### src/rtl/reg_scoreboard_pkg.sv
// Shared constants and address-decode helper for the register issue scoreboard.
package reg_scoreboard_pkg;

    localparam int ADDR_WID   = 4;
    localparam int NUM_OF_REG = 15;
    localparam int CNT_WID    = 2;

    localparam logic [ADDR_WID-1:0] RNONE   = 4'hF;
    localparam logic [CNT_WID-1:0]  CNT_MAX = {CNT_WID{1'b1}};

    typedef logic [ADDR_WID-1:0]   addr_t;
    typedef logic [CNT_WID-1:0]    cnt_t;
    typedef logic [NUM_OF_REG-1:0] reg_vec_t;

    // RNONE and any out-of-range index decode to an empty set, so they never count or block.
    function automatic reg_vec_t reg_onehot(input addr_t addr);
        reg_vec_t oh;
        oh = {NUM_OF_REG{1'b0}};
        if ((addr != RNONE) && (int'(addr) < NUM_OF_REG)) begin
            oh[addr] = 1'b1;
        end else begin
            oh = {NUM_OF_REG{1'b0}};
        end
        return oh;
    endfunction

endpackage

### src/rtl/reg_scoreboard_counter.sv
// Per-register in-flight write counter: +1 on issue, -1 per wb/kill, clamps at 0 on underflow.
module reg_pend_counter
    import reg_scoreboard_pkg::*;
(
    input  logic clk,
    input  logic rst_n,
    input  logic inc,
    input  logic dec_wb,
    input  logic dec_kill,
    output cnt_t cnt,
    output logic nz,
    output logic sat,
    output logic underflow
);

    logic signed [CNT_WID:0]   delta_s;
    logic signed [CNT_WID+1:0] sum_s;
    cnt_t                      cnt_nxt_s;
    logic                      underflow_s;
    cnt_t                      cnt_r;
    logic                      nz_r;
    logic                      sat_r;

    // Net change in CNT_WID+1 bits, applied to the count with one bit of headroom each way.
    always_comb begin
        delta_s     = $signed({{CNT_WID{1'b0}}, inc})
                    - $signed({{CNT_WID{1'b0}}, dec_wb})
                    - $signed({{CNT_WID{1'b0}}, dec_kill});
        sum_s       = $signed({2'b00, cnt_r}) + {delta_s[CNT_WID], delta_s};
        underflow_s = 1'b0;
        if (sum_s[CNT_WID+1]) begin
            cnt_nxt_s   = {CNT_WID{1'b0}};
            underflow_s = 1'b1;
        end else if (sum_s[CNT_WID]) begin
            cnt_nxt_s   = CNT_MAX;
        end else begin
            cnt_nxt_s   = sum_s[CNT_WID-1:0];
        end
    end

    // Count plus pre-decoded flags, all updated at the same edge.
    always_ff @(posedge clk or negedge rst_n) begin
        if (!rst_n) begin
            cnt_r <= {CNT_WID{1'b0}};
            nz_r  <= 1'b0;
            sat_r <= 1'b0;
        end else begin
            cnt_r <= cnt_nxt_s;
            nz_r  <= (cnt_nxt_s != {CNT_WID{1'b0}});
            sat_r <= (cnt_nxt_s == CNT_MAX);
        end
    end

    assign cnt       = cnt_r;
    assign nz        = nz_r;
    assign sat       = sat_r;
    assign underflow = underflow_s;

endmodule

### src/rtl/reg_scoreboard.sv
// Issue scheduler: holds decode while a source has a pending write or a destination counter is full.
module reg_scoreboard
    import reg_scoreboard_pkg::*;
(
    input  logic                  clk,
    input  logic                  rst_n,
    input  logic                  issue_valid,
    output logic                  issue_ready,
    input  logic [ADDR_WID-1:0]   srcA,
    input  logic [ADDR_WID-1:0]   srcB,
    input  logic [ADDR_WID-1:0]   destE,
    input  logic [ADDR_WID-1:0]   destM,
    input  logic                  wb_valid,
    input  logic [ADDR_WID-1:0]   wb_destE,
    input  logic [ADDR_WID-1:0]   wb_destM,
    input  logic                  kill_valid,
    input  logic [ADDR_WID-1:0]   kill_destE,
    input  logic [ADDR_WID-1:0]   kill_destM,
    output logic [NUM_OF_REG-1:0] pending_vec,
    output logic                  err
);

    reg_vec_t src_oh_s;
    reg_vec_t dst_oh_s;
    reg_vec_t inc_vec_s;
    reg_vec_t wb_vec_s;
    reg_vec_t kill_vec_s;
    reg_vec_t nz_vec_s;
    reg_vec_t sat_vec_s;
    reg_vec_t uf_vec_s;
    cnt_t     cnt_s [NUM_OF_REG];
    logic     ready_s;
    logic     err_r;

    // Readiness looks only at registered counters; same-cycle wb/kill never bypass into it.
    always_comb begin
        src_oh_s = reg_onehot(srcA) | reg_onehot(srcB);
        dst_oh_s = reg_onehot(destE) | reg_onehot(destM);
        ready_s  = ~|(src_oh_s & nz_vec_s) & ~|(dst_oh_s & sat_vec_s);
        if (issue_valid && ready_s) begin
            inc_vec_s = dst_oh_s;
        end else begin
            inc_vec_s = {NUM_OF_REG{1'b0}};
        end
        if (wb_valid) begin
            wb_vec_s = reg_onehot(wb_destE) | reg_onehot(wb_destM);
        end else begin
            wb_vec_s = {NUM_OF_REG{1'b0}};
        end
        if (kill_valid) begin
            kill_vec_s = reg_onehot(kill_destE) | reg_onehot(kill_destM);
        end else begin
            kill_vec_s = {NUM_OF_REG{1'b0}};
        end
    end

    for (genvar r = 0; r < NUM_OF_REG; r++) begin : g_cnt
        reg_pend_counter u_cnt (
            .clk       (clk),
            .rst_n     (rst_n),
            .inc       (inc_vec_s[r]),
            .dec_wb    (wb_vec_s[r]),
            .dec_kill  (kill_vec_s[r]),
            .cnt       (cnt_s[r]),
            .nz        (nz_vec_s[r]),
            .sat       (sat_vec_s[r]),
            .underflow (uf_vec_s[r])
        );
    end

    // Sticky underflow flag, cleared only by reset.
    always_ff @(posedge clk or negedge rst_n) begin
        if (!rst_n) begin
            err_r <= 1'b0;
        end else begin
            err_r <= err_r | (|uf_vec_s);
        end
    end

    assign issue_ready = ready_s;
    assign pending_vec = nz_vec_s;
    assign err         = err_r;

endmodule

### config.mk
export PLATFORM = sky130hd
export DESIGN_NAME = reg_scoreboard
export DESIGN_NICKNAME = d
export VERILOG_FILES = /design/src/rtl/reg_scoreboard_pkg.sv /design/src/rtl/reg_scoreboard_counter.sv /design/src/rtl/reg_scoreboard.sv
export SDC_FILE = /design/constraint.sdc
export NUM_CORES = 1
export LEC_CHECK = 0
export ABC_AREA = 1
export BUFFER_PORTS_ARGS = -buffer_cell sky130_fd_sc_hd__buf_4
export CORE_ASPECT_RATIO = 1.75
export CORE_MARGIN = 2
export CORE_UTILIZATION = 43
export DETAILED_ROUTE_END_ITERATION = 8
export PLACE_DENSITY_LB_ADDON = 0.08
export SYNTH_ARGS = -nofsm -noshare
export SYNTH_HDL_FRONTEND = slang
export SYNTH_SLANG_ARGS = --single-unit
### constraint.sdc
create_clock -name clk -period 3.7 [get_ports clk]
set_clock_uncertainty 0.15 [all_clocks]
set_input_delay 0.74 -clock clk [delete_from_list [all_inputs] [get_ports clk]]
set_output_delay 0.74 -clock clk [all_outputs]
set_load 0.005 [all_outputs]
## Word level (Yosys, flattened, before mapping)

Index checks and enable logic that the tools add are counted.

- Logic and storage cells: 259
- Register bits: 61
- Output and inout bits: 17
- Bits of input ports: 37

- Multiplexer cells: 76
- Eq/ne operators: 23
- Bitwise operators: 8
- Reductions and logical operators: 37
- $add $sub $neg: 45
- Order comparisons: 24

Operators with widths:

| operator | number |
|---|---|
| $mux 15 | 15 |
| $add 3x3->4 | 15 |
| $mux 2 | 30 |
| $or 15x15->15 | 4 |
| $reduce_or 15->1 | 3 |
| $sub 2x2->3 | 15 |
| $lt 4x5->1 const B | 8 |
| $demux 1 s4 | 8 |
| $ge 4x1->1 const B | 8 |
| $lt 4x4->1 const B | 8 |
| $ne 4x4->1 const B | 8 |
| $and 15x15->15 | 2 |
| $eq 2x2->1 const B | 15 |
| $reduce_bool 2->1 | 15 |
| $sub 1x1->2 | 15 |
| $mux 1 | 23 |
| $logic_and 1x1->1 | 17 |
| $logic_not 1->1 | 2 |
| $and 1x1->1 | 1 |
| $or 1x1->1 | 1 |

## Depth between registers and ports, before layout

Gate-level depths: netlist (run 1).

- Depth in word-level cells: 18
- Gate-level depth with buffers: 22
- Mapped depth without buffers: 21

## Hierarchy

Synthesis (run 1) repeated with hierarchy kept, for this count alone.

- Cell total of the unflattened synthesis: 925
- Area, all modules: 6082.1 um2

By module, submodules not included:

| module | area an instance (um2) | seq. area each (um2) | cells an instance | instances |
|---|---|---|---|---|
| reg_pend_counter at g_cnt[0].u_cnt ... | 297.8 | 100.1 | 36 | 11 |
| reg_scoreboard | 1575.3 | 25.0 | 389 | 1 |
| reg_pend_counter at g_cnt[5].u_cnt ... | 307.8 | 100.1 | 35 | 4 |

## Worst setup path before layout (run 1)

Ideal clock, no wire load.

- Path type: input-to-reg
- From: input port destE[2]
- To: register g_cnt[10].u_cnt.nz_r
- Slack: 0.336 ns
- Cell stages on the path: 20
- Arrival: 3.082 ns
- Cells stage by stage: inv_1 > nor2_1 > nand2_1 > o21ai_1 > nand2_1 > nand2_1 > nor2_1 > nand2_1 > nor2_4 > buf_4 > nand4_1 > ha_1 > inv_1 > ha_1 > inv_1 > fa_1 > xnor2_1 > inv_1 > o21ai_0 > nand2_1

- Longest elaborated chain between the ends: 18

Ends and longest elaborated chain:

| element | RTL line | text |
|---|---|---|
| start, declared | reg_scoreboard.sv:11 | `input logic [ADDR_WID-1:0] destE,` |
| $lt 4x5->1 (implied by the code) / $ge 4x1->1 (equally long branches) | reg_scoreboard_pkg.sv:20 | `oh[addr] = 1'b1;` |
| $logic_and 1x1->1 (implied by the code) | reg_scoreboard_pkg.sv:20 |  |
| $mux 1 (implied by the code) | reg_scoreboard_pkg.sv:20 |  |
| $demux 1 s4 | reg_scoreboard_pkg.sv:20 |  |
| $mux 15 * | reg_scoreboard_pkg.sv:19 | `if ((addr != RNONE) && (int'(addr) < NUM_OF_REG)) begin` |
| $or 15x15->15 * | reg_scoreboard.sv:38 | `dst_oh_s = reg_onehot(destE) \| reg_onehot(destM);` |
| $and 15x15->15 | reg_scoreboard.sv:39 | `ready_s = ~\|(src_oh_s & nz_vec_s) & ~\|(dst_oh_s & sat_vec_s);` |
| $reduce_or 15->1 | reg_scoreboard.sv:39 |  |
| (+2 left out) | - |  |
| $logic_and 1x1->1 | reg_scoreboard.sv:40 | `if (issue_valid && ready_s) begin` |
| $mux 15 * | reg_scoreboard.sv:40 |  |
| $sub 1x1->2 * | reg_scoreboard_counter.sv:27 | `- $signed({{CNT_WID{1'b0}}, dec_wb})` |
| $sub 2x2->3 * | reg_scoreboard_counter.sv:28 | `- $signed({{CNT_WID{1'b0}}, dec_kill});` |
| $add 3x3->4 * | reg_scoreboard_counter.sv:29 | `sum_s = $signed({2'b00, cnt_r}) + {delta_s[CNT_WID], delta_s};` |
| $mux 2 | reg_scoreboard_counter.sv:34 | `end else if (sum_s[CNT_WID]) begin` |
| $mux 2 * | reg_scoreboard_counter.sv:31 | `if (sum_s[CNT_WID+1]) begin` |
| $reduce_bool 2->1 * | reg_scoreboard_counter.sv:49 | `nz_r <= (cnt_nxt_s != {CNT_WID{1'b0}});` |
| end signal, assigned | reg_scoreboard_counter.sv:49 |  |
| end, declared | reg_scoreboard_counter.sv:21 | `logic nz_r;` |

Mark *: on every way between the ends. The rest lies on a longest branch, timed or not.

## Final worst setup path (run 1)

- From: input port destE[1]
- To: register g_cnt[0].u_cnt.sat_r

- Longest elaborated chain between the ends: 18

Ends and longest elaborated chain:

| element | RTL line | text |
|---|---|---|
| $lt 4x5->1 (implied by the code) / $ge 4x1->1 (equally long branches) | reg_scoreboard_pkg.sv:20 |  |
| $logic_and 1x1->1 (implied by the code) | reg_scoreboard_pkg.sv:20 |  |
| $mux 1 (implied by the code) | reg_scoreboard_pkg.sv:20 |  |
| $demux 1 s4 | reg_scoreboard_pkg.sv:20 |  |
| $mux 15 * | reg_scoreboard_pkg.sv:19 |  |
| $or 15x15->15 * | reg_scoreboard.sv:38 |  |
| $and 15x15->15 | reg_scoreboard.sv:39 |  |
| $reduce_or 15->1 | reg_scoreboard.sv:39 |  |
| (+2 left out) | - |  |
| $logic_and 1x1->1 | reg_scoreboard.sv:40 |  |
| $mux 15 * | reg_scoreboard.sv:40 |  |
| $sub 1x1->2 * | reg_scoreboard_counter.sv:27 |  |
| $sub 2x2->3 * | reg_scoreboard_counter.sv:28 |  |
| $add 3x3->4 * | reg_scoreboard_counter.sv:29 |  |
| $mux 2 | reg_scoreboard_counter.sv:34 |  |
| $mux 2 * | reg_scoreboard_counter.sv:31 |  |
| $eq 2x2->1 * | reg_scoreboard_counter.sv:50 | `sat_r <= (cnt_nxt_s == CNT_MAX);` |
| end signal, assigned | reg_scoreboard_counter.sv:50 |  |
| end, declared | reg_scoreboard_counter.sv:22 | `logic sat_r;` |

Marked as above.

==> impl_metrics.csv, run 1 <==
group,metric,value,unit
run_status,status,"finished, final reports clean",
placement,pre_cts_slack,-0.331,ns
yosys,synthesis.instances,819,
yosys,syn-cell-area,5740,um^2
floorplanning,die-area,14300,um^2
floorplanning,initial_utilization,0.441,
detailed_routing,initialDrtViolationCount,282,
placement,detailed_place_hpwl,13.6,mm
global_route,first_pass_grt_wire_length,26.0,mm
floorplanning,core,13000,um^2
detailed_routing,wl,16.4,mm
clock_tree,number_of_clock_buffers_inserted_by_tritoncts,9,
setup_path,critical_path.n_buffers_inverters,7,
detailed_routing,drc_errors,0,
final_layout,count_of_inserted_antenna_diode_cells,0,
setup_path,critPathLaunchType,"primary input",
detailed_routing,drt_pass_1_iters,4,
global_route,grt_antenna_before_repair,0,
clock_tree,cts_num_sinks,61,
min_path,min_path_type,"reg2reg",
global_route,grt_pass1_vias,5391,
detailed_routing,post_drt_wl_per_cell,15.0,um
yosys,synth-seq-area-share,0.266,
yosys,synth.avg_cell_area,7.01,um^2
floorplanning,chip_width,91.3,um
setup_path,worstSetupPathType,"in2reg",
clock_tree,clock_tree.htree_level_count,3,
yosys,ys_warn_count,0,
detailed_routing,dr_total_vias,5260,
sta,fin_crit,3.55,ns
placement,routability_congestion,0.969,
pwr,power_density,488,nW/um^2
clock_tree,clock_latency,0.34,ns
global_route,grt.met1_usage,0.248,
sta,grt_setup_unrepaired,"true",
clock_tree,cts.clk_slew.worst_paths,0.05,ns
global_route,grt.met2_usage,0.449,
sta,hold_viol,0,
clock_tree,tritoncts,"built",
final_layout,layoutNonFillerInstCount,1094,
sta,maxClockFrequency,0.282,GHz
pwr,ir_worst_vdd,0.000284,V
sta,finalMaxSlewViolations,0,
final_layout,area_growth,23.4,%
setup_path,r2r_end,"g_cnt[0].u_cnt.sat",
yosys,synth_unique_cells,24,
placement,placed_cells,1077,
setup_path,worst_setup_path_end_kind,"register",
global_route,grt_use_total,0.239,
setup_path,cell_type_of_the_slowest_stage_on_the_worst_timing_path,"sky130_fd_sc_hd__fa_1",
min_path,hp-start,"err",
clock_tree,clock_tree_buf_depth,2,
clock_tree,holdBufCountCts,0,
final_layout,final_nets,1046,
final_layout,utilization,0.544,
setup_path,r2r_slack,0.52,ns
sta,finalSetupTns,0,ns
sta,final_critical_path_setup_slack,0.150,ns
global_route,gr-max-usage-layer,"met2",
detailed_routing,via_per_inst,4.81,
global_route,grt_start_max_net_pins,62,
global_route,grt_overflow,0,
setup_path,timing.critical_path.mode_cell,"sky130_fd_sc_hd__nand2_1",
sta,min_period_over_period,0.960,
setup_path,arrival,3.61,ns
floorplanning,cell_row_count,55,
floorplanning,floorplan.die.height,157,um
min_path,hold_path_depth,1,
setup_path,crit_path_max_fanout,12,
clock_tree,clock_tree.root_cell,"sky130_fd_sc_hd__clkbuf_16",
setup_path,worst_path_cell_trace,"buf_4 > nor2_2 > nand2_1 > nand2_1 > nand2_1 > nand2_1 > nor2_1 > nand2_1 > nor2_4 > buf_12 > buf_4 > nand4_1 > ha_2 > inv_1 > ha_1 > inv_1 > fa_1 > xnor2_1 > inv_1 > o21ai_0 > buf_4 > nor2_1",
global_route,grtUsageMet3,0.0342,
setup_path,crit_required,3.76,ns
setup_path,timing.critical_path.max_delay_family,"simple AND/OR/NAND/NOR gates",
setup_path,r2r_cells,17,
pwr,p_leak,0.00387,uW
floorplanning,io_pins,54,
sta,slew-limit-headroom,0.450,
yosys,synthesis.nets,946,
yosys,ffs_latches_synth,61,
setup_path,r2r_start,"g_cnt[1].u_cnt.nz",
flow_run,cap_viol_max_count,0,
sta,worstMarginPinSlew,0.825,ns
sta,finalSetupViolations,0,
final_layout,final_layout_size_suffix_gt1_frac,0.181,
placement,port_buffers,53,
min_path,hold-path-endpoint,"err",
detailed_routing,final_antenna_net_count,0,
setup_path,crit_path_max_incr_delay,0.43,ns
[area by class of cell]
class | instances | area [um^2]
inverters | 221 | 830
multi-input cells | 518 | 3380
well taps | 171 | 214
repair buffers | 108 | 827
clock inverters | 4 | 47.5
fillers | 1303 | 5930
clock buffers | 11 | 253
flip-flops and latches | 61 | 1530
[per-stage QoR]
step	total power, uW	instance area [um^2]	hold slack, ns
6_report	3450	7080	0.324
5_1_grt	3780	7080	0.346
4_1_cts	3420	6910	0.333
3_5_place_dp	2540	6610	0.315
3_3_place_gp	2480	6610	0.318
2_1_floorplan	2000	5740	0.294
[layer usage]
layer | part of all wire | routed length [um]
met2 | 0.53 | 8770
met4 | 0.060 | 982
met1 | 0.37 | 6040
met5 | 0 | 0
met3 | 0.036 | 596
[cell families after synthesis]
family	synth area share
AND/OR/NAND/NOR	0.242
buffers and inverters	0.169
adder cells (fa/ha/maj)	0.236
AO/OA/AOI/OAI	0.0641
flip-flops	0.266
XOR/XNOR	0.0229
[how the worst max path moves through the flow]
stage	startpoint	end	slack (ns)	depth (start not counted)
floorplan	destE[2]	g_cnt[10].u_cnt.nz	0.34	20
global placement	srcB[1]	g_cnt[9].u_cnt.sat	-0.29	20
detailed placement	destE[0]	g_cnt[9].u_cnt.sat	-0.33	20
CTS	destM[0]	g_cnt[9].u_cnt.sat	0.01	20
global route	destE[0]	g_cnt[0].u_cnt.sat	-0.02	23
finish	destE[1]	g_cnt[0].u_cnt.sat	0.15	22
[repair_timing]
action,CTS,global route
buffers inserted,0,1
resized for setup,0,51
endpoints found under the setup margin,0,47
[registers in the layout (all words and copies together), names as in the netlist]
register / count
g_cnt.u_cnt.nz: 15
g_cnt.u_cnt.sat: 15
err: 1
g_cnt.u_cnt.cnt: 30
[cells in the mapped netlist]
master | count | area [um^2]
sky130_fd_sc_hd__o21ai_1 | 6 | 30.0
sky130_fd_sc_hd__nand3_1 | 5 | 25.0
sky130_fd_sc_hd__and2_2 | 1 | 7.51
sky130_fd_sc_hd__xnor2_1 | 15 | 131
sky130_fd_sc_hd__buf_6 | 1 | 11.3
sky130_fd_sc_hd__o21ai_0 | 15 | 75.1
sky130_fd_sc_hd__nor2_2 | 2 | 12.5
sky130_fd_sc_hd__nand3b_1 | 1 | 7.51
sky130_fd_sc_hd__a21oi_1 | 30 | 150
sky130_fd_sc_hd__nand4_2 | 1 | 12.5
sky130_fd_sc_hd__clkbuf_1 | 1 | 3.75
sky130_fd_sc_hd__nor2_4 | 2 | 22.5
sky130_fd_sc_hd__dfrtp_1 | 61 | 1530
sky130_fd_sc_hd__inv_2 | 3 | 11.3
sky130_fd_sc_hd__nand4_1 | 18 | 113
sky130_fd_sc_hd__buf_1 | 2 | 7.51
sky130_fd_sc_hd__inv_1 | 218 | 818
sky130_fd_sc_hd__nand2_1 | 235 | 882
sky130_fd_sc_hd__nor2_1 | 80 | 300
sky130_fd_sc_hd__nand2_2 | 1 | 6.26
sky130_fd_sc_hd__ha_1 | 60 | 751
sky130_fd_sc_hd__fa_1 | 30 | 601
sky130_fd_sc_hd__o31ai_1 | 15 | 113
sky130_fd_sc_hd__buf_4 | 16 | 120
[power breakdown]
| part | leakage, uW | switching [uW] | total, uW | internal [uW] |
|---|---|---|---|---|
| combinational | 0.00313 | 897 | 1550 | 655 |
| sequential | 0.000594 | 125 | 1030 | 904 |
| clock | 0.000147 | 318 | 870 | 552 |
| total | 0.00387 | 1340 | 3450 | 2110 |
[cell usage in the layout (no fill, tap or decap), types with 9 or more instances in the layout]
master / netlist / layout
sky130_fd_sc_hd__nand2_1: 235 / 233
sky130_fd_sc_hd__inv_1: 218 / 218
sky130_fd_sc_hd__buf_4: 16 / 106
sky130_fd_sc_hd__nor2_1: 80 / 62
sky130_fd_sc_hd__dfrtp_1: 61 / 61
sky130_fd_sc_hd__ha_1: 60 / 56
sky130_fd_sc_hd__a21oi_1: 30 / 30
sky130_fd_sc_hd__fa_1: 30 / 29
sky130_fd_sc_hd__nand4_1: 18 / 18
sky130_fd_sc_hd__nor2_2: 2 / 14
sky130_fd_sc_hd__xnor2_1: 15 / 14
sky130_fd_sc_hd__o21ai_1: 6 / 12
sky130_fd_sc_hd__o31ai_1: 15 / 12
sky130_fd_sc_hd__nor2_4: 2 / 9
sky130_fd_sc_hd__clkbuf_16: 0 / 9
(Power assumes the default switching activity.)
==> inputs of run 2 (changes only) <==
- CORE_UTILIZATION: 43 -> 55
- REMOVE_ABC_BUFFERS: not set -> 1
==> impl_metrics.csv, run 2 (same netlist as run 1, synthesis figures left out) <==
group,metric,value,unit
setup_path,crit_required,3.76,ns
sta,min_period_over_period,0.958,
setup_path,worst_path_cell_trace,"buf_4 > nand2_1 > inv_1 > nand2_1 > o21ai_1 > nand2_1 > nand2_1 > nor2_2 > nand2_2 > nor2_4 > buf_4 > nand4_1 > ha_1 > inv_1 > ha_1 > inv_1 > fa_1 > xnor2_1 > inv_1 > nor2_2 > inv_1 > nand2_1 > nand2_1",
pwr,power.share.combinational,0.464,
pwr,share_of_power_burned_in_registers,0.291,
detailed_routing,drc_errors,0,
global_route,first_pass_grt_wire_length,25.6,mm
pwr,switching_power,1410,uW
sta,worstMarginPinSlew,0.829,ns
detailed_routing,via_per_inst,5.05,
sta,whs,0.328,ns
final_layout,count_of_inserted_antenna_diode_cells,0,
global_route,grt_start_max_net_pins,62,
pwr,internal_power,2110,uW
min_path,min_path_type,"in2async",
final_layout,utilization,0.681,
sta,hold_viol,0,
placement,routability_congestion,0.931,
pwr,clockPowerShare,0.246,
setup_path,critPathLaunchType,"primary input",
setup_path,worstSetupPathType,"in2reg",
sta,fin_crit,3.54,ns
setup_path,worst_setup_path_end_kind,"register",
placement,port_buffers,53,
floorplanning,chip_width,81.2,um
clock_tree,clock_latency,0.33,ns
clock_tree,clock_tree.htree_level_count,3,
floorplanning,floorplan.die.height,139,um
clock_tree,number_of_clock_buffers_inserted_by_tritoncts,9,
detailed_routing,post_drt_wl_per_cell,15.4,um
setup_path,r2r_slack,0.47,ns
setup_path,critical_path.n_buffers_inverters,7,
final_layout,fillerInstances,900,
setup_path,timing.critical_path.mode_cell,"sky130_fd_sc_hd__nand2_1",
detailed_routing,highest_layer,"met4",
global_route,grt_use_total,0.304,
detailed_routing,detail_route.wirelength.met1,5.83,mm
clock_tree,tritoncts,"built",
clock_tree,clock_tree_buf_depth,2,
clock_tree,post-cts-setup-buffer-count,0,
clock_tree,cts_num_sinks,61,
global_route,grt_pass1_vias,5462,
setup_path,arrival,3.60,ns
final_layout,layout_commonest_cell,"sky130_fd_sc_hd__nand2_1",
setup_path,crit_path_max_incr_delay,0.38,ns
global_route,grt_overflow,0,
clock_tree,clock_tree.root_cell,"sky130_fd_sc_hd__clkbuf_16",
placement,detailed_place_hpwl,13.5,mm
final_layout,largest_register_ff_count,30,
pwr,power_density,505,nW/um^2
final_layout,final_layout_size_suffix_gt1_frac,0.175,
floorplanning,cell_row_count,49,
detailed_routing,drt_pass_1_iters,5,
flow_run,cap_viol_max_count,0,
final_layout,area_growth,21.5,%
detailed_routing,dr_total_vias,5320,
pwr,ir_worst_vdd,0.000329,V
floorplanning,io_pins,54,
final_layout,most_frequent_cells_in_the_layout,"sky130_fd_sc_hd__nand2_1 (233), sky130_fd_sc_hd__inv_1 (218), sky130_fd_sc_hd__buf_4 (108), sky130_fd_sc_hd__nor2_1 (68), sky130_fd_sc_hd__dfrtp_1 (61)",
sta,final_critical_path_setup_slack,0.155,ns
floorplanning,initial_utilization,0.560,
setup_path,timing.critical_path.max_delay_family,"simple AND/OR/NAND/NOR gates",
setup_path,crit_path_max_fanout,5,
floorplanning,core,10200,um^2
sta,finalSetupViolations,0,
pwr,swShare,0.400,
detailed_routing,wl,16.2,mm
placement,pre_cts_slack,-0.308,ns
pwr,p_leak,0.00388,uW
detailed_routing,met3_wirelength,510,um
run_status,status,"finished, final reports clean",
detailed_routing,initialDrtViolationCount,268,
final_layout,final_nets,1048,
detailed_routing,final_antenna_net_count,0,
global_route,grt_antenna_before_repair,0,
clock_tree,cts.clk_slew.worst_paths,0.06,ns
sta,slew-limit-headroom,0.447,
sta,finalMaxSlewViolations,0,
floorplanning,die-area,11300,um^2
setup_path,cell_type_of_the_slowest_stage_on_the_worst_timing_path,"sky130_fd_sc_hd__fa_1",
detailed_routing,met2WireLength,8.96,mm
sta,maxClockFrequency,0.282,GHz
==> run 2: stage by stage <==
step                      TNS (ns)  cells  total power (uW)  cell area [um^2]
after floorplan                  0    799              1950              5600
after global placement       -6.91   1036              2490              6580
after detailed placement     -9.55   1036              2580              6580
after CTS                        0   1052              3460              6880
after global routing      -0.00833   1053              3800              6970
final                            0   1053              3520              6970
==> run 2: repair_timing <==
action	4_1_cts	5_1_grt
setup endpoints to repair	0	53
gates resized for setup	0	38
hold buffers	0	0
==> run 2: final cells by class <==
| type | instances | area (um^2) | area share |
|---|---|---|---|
| clock buffers | 9 | 225 | 0.0323 |
| clock inverters | 7 | 75.1 | 0.0108 |
| inverters | 221 | 830 | 0.119 |
| multi-input cells | 518 | 3320 | 0.477 |
| flip-flops and latches | 61 | 1530 | 0.219 |
| well taps | 127 | 159 | 0.0228 |
| repair buffers | 110 | 833 | 0.120 |
==> run 2: power groups by stage <==
stage | combinational, uW | clock, uW | sequential, uW
finish | 1630 | 864 | 1020
global route | 1860 | 901 | 1040
CTS | 1560 | 876 | 1030
detailed placement | 1540 | 0 | 1040
global placement | 1460 | 0 | 1030
floorplan | 970 | 0 | 979
==> run 2: per-layer routing <==
layer,GRT usage,vias to the layer above
met5,0,-
met4,0.169,0
met3,0.0404,40
met2,0.561,112
met1,0.317,2537
li1,-,2631
==> run 2: final timing paths <==
kind,start,depth (start not counted),end
worst max-delay path,destE[3],23,g_cnt[14].u_cnt.nz
worst min-delay path,rst_n,1,g_cnt[4].u_cnt.cnt[1]
worst max register to register,g_cnt[1].u_cnt.nz,18,g_cnt[14].u_cnt.nz
worst min register to register,err,1,err
max in group asynchronous,rst_n,1,g_cnt[14].u_cnt.cnt[0]
min in group clk,err,1,err
==> inputs of run 3 (changes only) <==
- CORE_ASPECT_RATIO: 1.75 -> 1.4
- SKIP_LAST_GASP: not set -> 1
==> impl_metrics.csv, run 3 (same netlist as run 1, synthesis figures left out) <==
group,metric,value,unit
final_layout,count_of_inserted_antenna_diode_cells,0,
sta,maxClockFrequency,0.284,GHz
pwr,internal_power,2080,uW
global_route,first_pass_grt_wire_length,25.2,mm
setup_path,worst_path_cell_trace,"buf_4 > nor2_1 > nand2_1 > nand2_1 > nand2_1 > nand2_1 > nor2_1 > nand2_1 > nor2_4 > buf_4 > nand4_1 > ha_1 > inv_1 > ha_1 > inv_1 > fa_1 > xnor2_2 > inv_1 > o21ai_0 > buf_4 > nand2_1",
setup_path,crit_required,3.76,ns
setup_path,r2r_end,"g_cnt[13].u_cnt.nz",
detailed_routing,drc_errors,0,
clock_tree,post-cts-setup-buffer-count,0,
global_route,grt_antenna_before_repair,0,
sta,finalSetupViolations,0,
floorplanning,core,10300,um^2
setup_path,timing.critical_path.mode_cell,"sky130_fd_sc_hd__nand2_1",
setup_path,critPathLaunchType,"primary input",
placement,detailed_place_hpwl,12.5,mm
placement,pre_cts_slack,-0.291,ns
run_status,status,"finished, final reports clean",
floorplanning,die-area,11300,um^2
setup_path,r2r_start,"g_cnt[1].u_cnt.nz",
setup_path,r2r_cells,17,
global_route,grt_overflow,0,
sta,whs,0.328,ns
setup_path,timing.critical_path.max_delay_family,"adder cells",
setup_path,crit_path_max_incr_delay,0.48,ns
detailed_routing,via_per_inst,5.02,
sta,grt_setup_unrepaired,"true",
min_path,min_path_type,"reg2reg",
clock_tree,cts_num_sinks,61,
setup_path,worstSetupPathType,"in2reg",
pwr,power.share.combinational,0.452,
clock_tree,number_of_clock_buffers_inserted_by_tritoncts,9,
global_route,grt.met1_usage,0.329,
sta,worstMarginPinSlew,0.823,ns
pwr,switching_power,1330,uW
detailed_routing,post_drt_wl_per_cell,14.7,um
global_route,grtUsageMet3,0.0387,
sta,finalMaxSlewViolations,0,
global_route,grt.met2_usage,0.524,
pwr,share_of_power_burned_in_registers,0.299,
clock_tree,clock_latency,0.33,ns
setup_path,arrival,3.58,ns
global_route,gr-max-usage-layer,"met2",
clock_tree,cts.clk_slew.worst_paths,0.06,ns
pwr,p_leak,0.00381,uW
global_route,grt_start_max_net_pins,62,
global_route,grt_pass1_vias,5244,
sta,slew-limit-headroom,0.451,
min_path,hold-path-endpoint,"err",
floorplanning,cell_row_count,44,
detailed_routing,wl,15.4,mm
detailed_routing,initialDrtViolationCount,313,
pwr,swShare,0.390,
pwr,power_density,496,nW/um^2
clock_tree,tritoncts,"built",
final_layout,area_growth,19.9,%
placement,port_buffers,53,
floorplanning,initial_utilization,0.557,
final_layout,final_layout_size_suffix_gt1_frac,0.165,
sta,fin_crit,3.52,ns
detailed_routing,final_antenna_net_count,0,
setup_path,critical_path.n_buffers_inverters,6,
min_path,hold_path_depth,1,
detailed_routing,dr_total_vias,5267,
floorplanning,io_pins,54,
pwr,clockPowerShare,0.249,
setup_path,cell_type_of_the_slowest_stage_on_the_worst_timing_path,"sky130_fd_sc_hd__fa_1",
min_path,hp-start,"err",
setup_path,r2r_slack,0.56,ns
final_layout,most_frequent_cells_in_the_layout,"sky130_fd_sc_hd__nand2_1 (232), sky130_fd_sc_hd__inv_1 (218), sky130_fd_sc_hd__buf_4 (95), sky130_fd_sc_hd__nor2_1 (62), sky130_fd_sc_hd__dfrtp_1 (61)",
sta,min_period_over_period,0.952,
clock_tree,clock_tree.htree_level_count,3,
setup_path,worst_setup_path_end_kind,"register",
pwr,ir_worst_vdd,0.000347,V
flow_run,cap_viol_max_count,0,
sta,final_critical_path_setup_slack,0.177,ns
floorplanning,floorplan.die.height,125,um
final_layout,largest_register_ff_count,30,
final_layout,layout_commonest_cell,"sky130_fd_sc_hd__nand2_1",
final_layout,final_nets,1033,
placement,routability_congestion,0.943,
floorplanning,chip_width,90.3,um
sta,finalSetupTns,0,ns
clock_tree,clock_tree_buf_depth,2,
pwr,total_power,3410,uW
global_route,grt_use_total,0.286,
detailed_routing,drt_pass_1_iters,5,
clock_tree,clock_tree.root_cell,"sky130_fd_sc_hd__clkbuf_16",
setup_path,crit_path_max_fanout,7,
sta,hold_viol,0,
==> run 3: through the flow <==
step	cells	cell area [um^2]	util
2_1_floorplan	799	5600	-
3_3_place_gp	1032	6480	0.630
3_5_place_dp	1032	6480	0.630
4_1_cts	1048	6780	0.658
5_1_grt	1049	6880	0.668
6_report	1049	6880	0.668
==> run 3: worst register-to-register path: cells and delay by family, from the launching register on <==
family / cells / cell delay [ns]
AOI/OAI and AO/OA: 1 / 0.14
buffers and inverters: 5 / 0.47
xor gates and xnor gates: 1 / 0.20
and+or+nand+nor: 7 / 0.71
adders and majority gates: 3 / 0.88
DFF: 1 / 0.46
==> run 3: layout make-up <==
cell class              instances  area, um^2
clock inverters                 4        47.5
flip-flops and latches         61        1530
well taps                     138         173
clock buffers                  12         246
multi-input cells             518        3340
fillers                       952        3410
inverters                     221         830
repair buffers                 95         713
==> run 3: timing repair <==
item	4_1_cts	5_1_grt
endpoints found under the setup margin	0	54
resized for setup	0	43
hold buffers	0	0
==> run 3: per-layer routing <==
layer  wire [um]  part of all wire  up-vias
met1        5970              0.39     2485
met2        8140              0.53      149
met5           0                 0        -
met3         679             0.044       32
li1            -                 -     2601
met4         583             0.038        0
==> run 3: worst max-delay path by stage <==
stage / start / endpoint / slack (ns) / cells after the start
2_1_floorplan: srcB[1] / g_cnt[10].u_cnt.nz / 0.37 / 19
3_3_place_gp: destE[2] / g_cnt[0].u_cnt.nz / -0.21 / 20
3_5_place_dp: destE[2] / g_cnt[13].u_cnt.nz / -0.29 / 21
4_1_cts: destE[2] / g_cnt[13].u_cnt.nz / 0.06 / 21
5_1_grt: destE[1] / g_cnt[13].u_cnt.nz / -0.07 / 21
6_report: srcA[3] / g_cnt[13].u_cnt.nz / 0.18 / 21
==> run 3: power groups by stage <==
stage / clock (uW) / sequential, uW / combinational (uW)
after global routing: 884 / 1040 / 1780
after CTS: 858 / 1020 / 1480
final: 849 / 1020 / 1540
after detailed placement: 0 / 1030 / 1470
after floorplan: 0 / 979 / 970
after global placement: 0 / 1030 / 1400
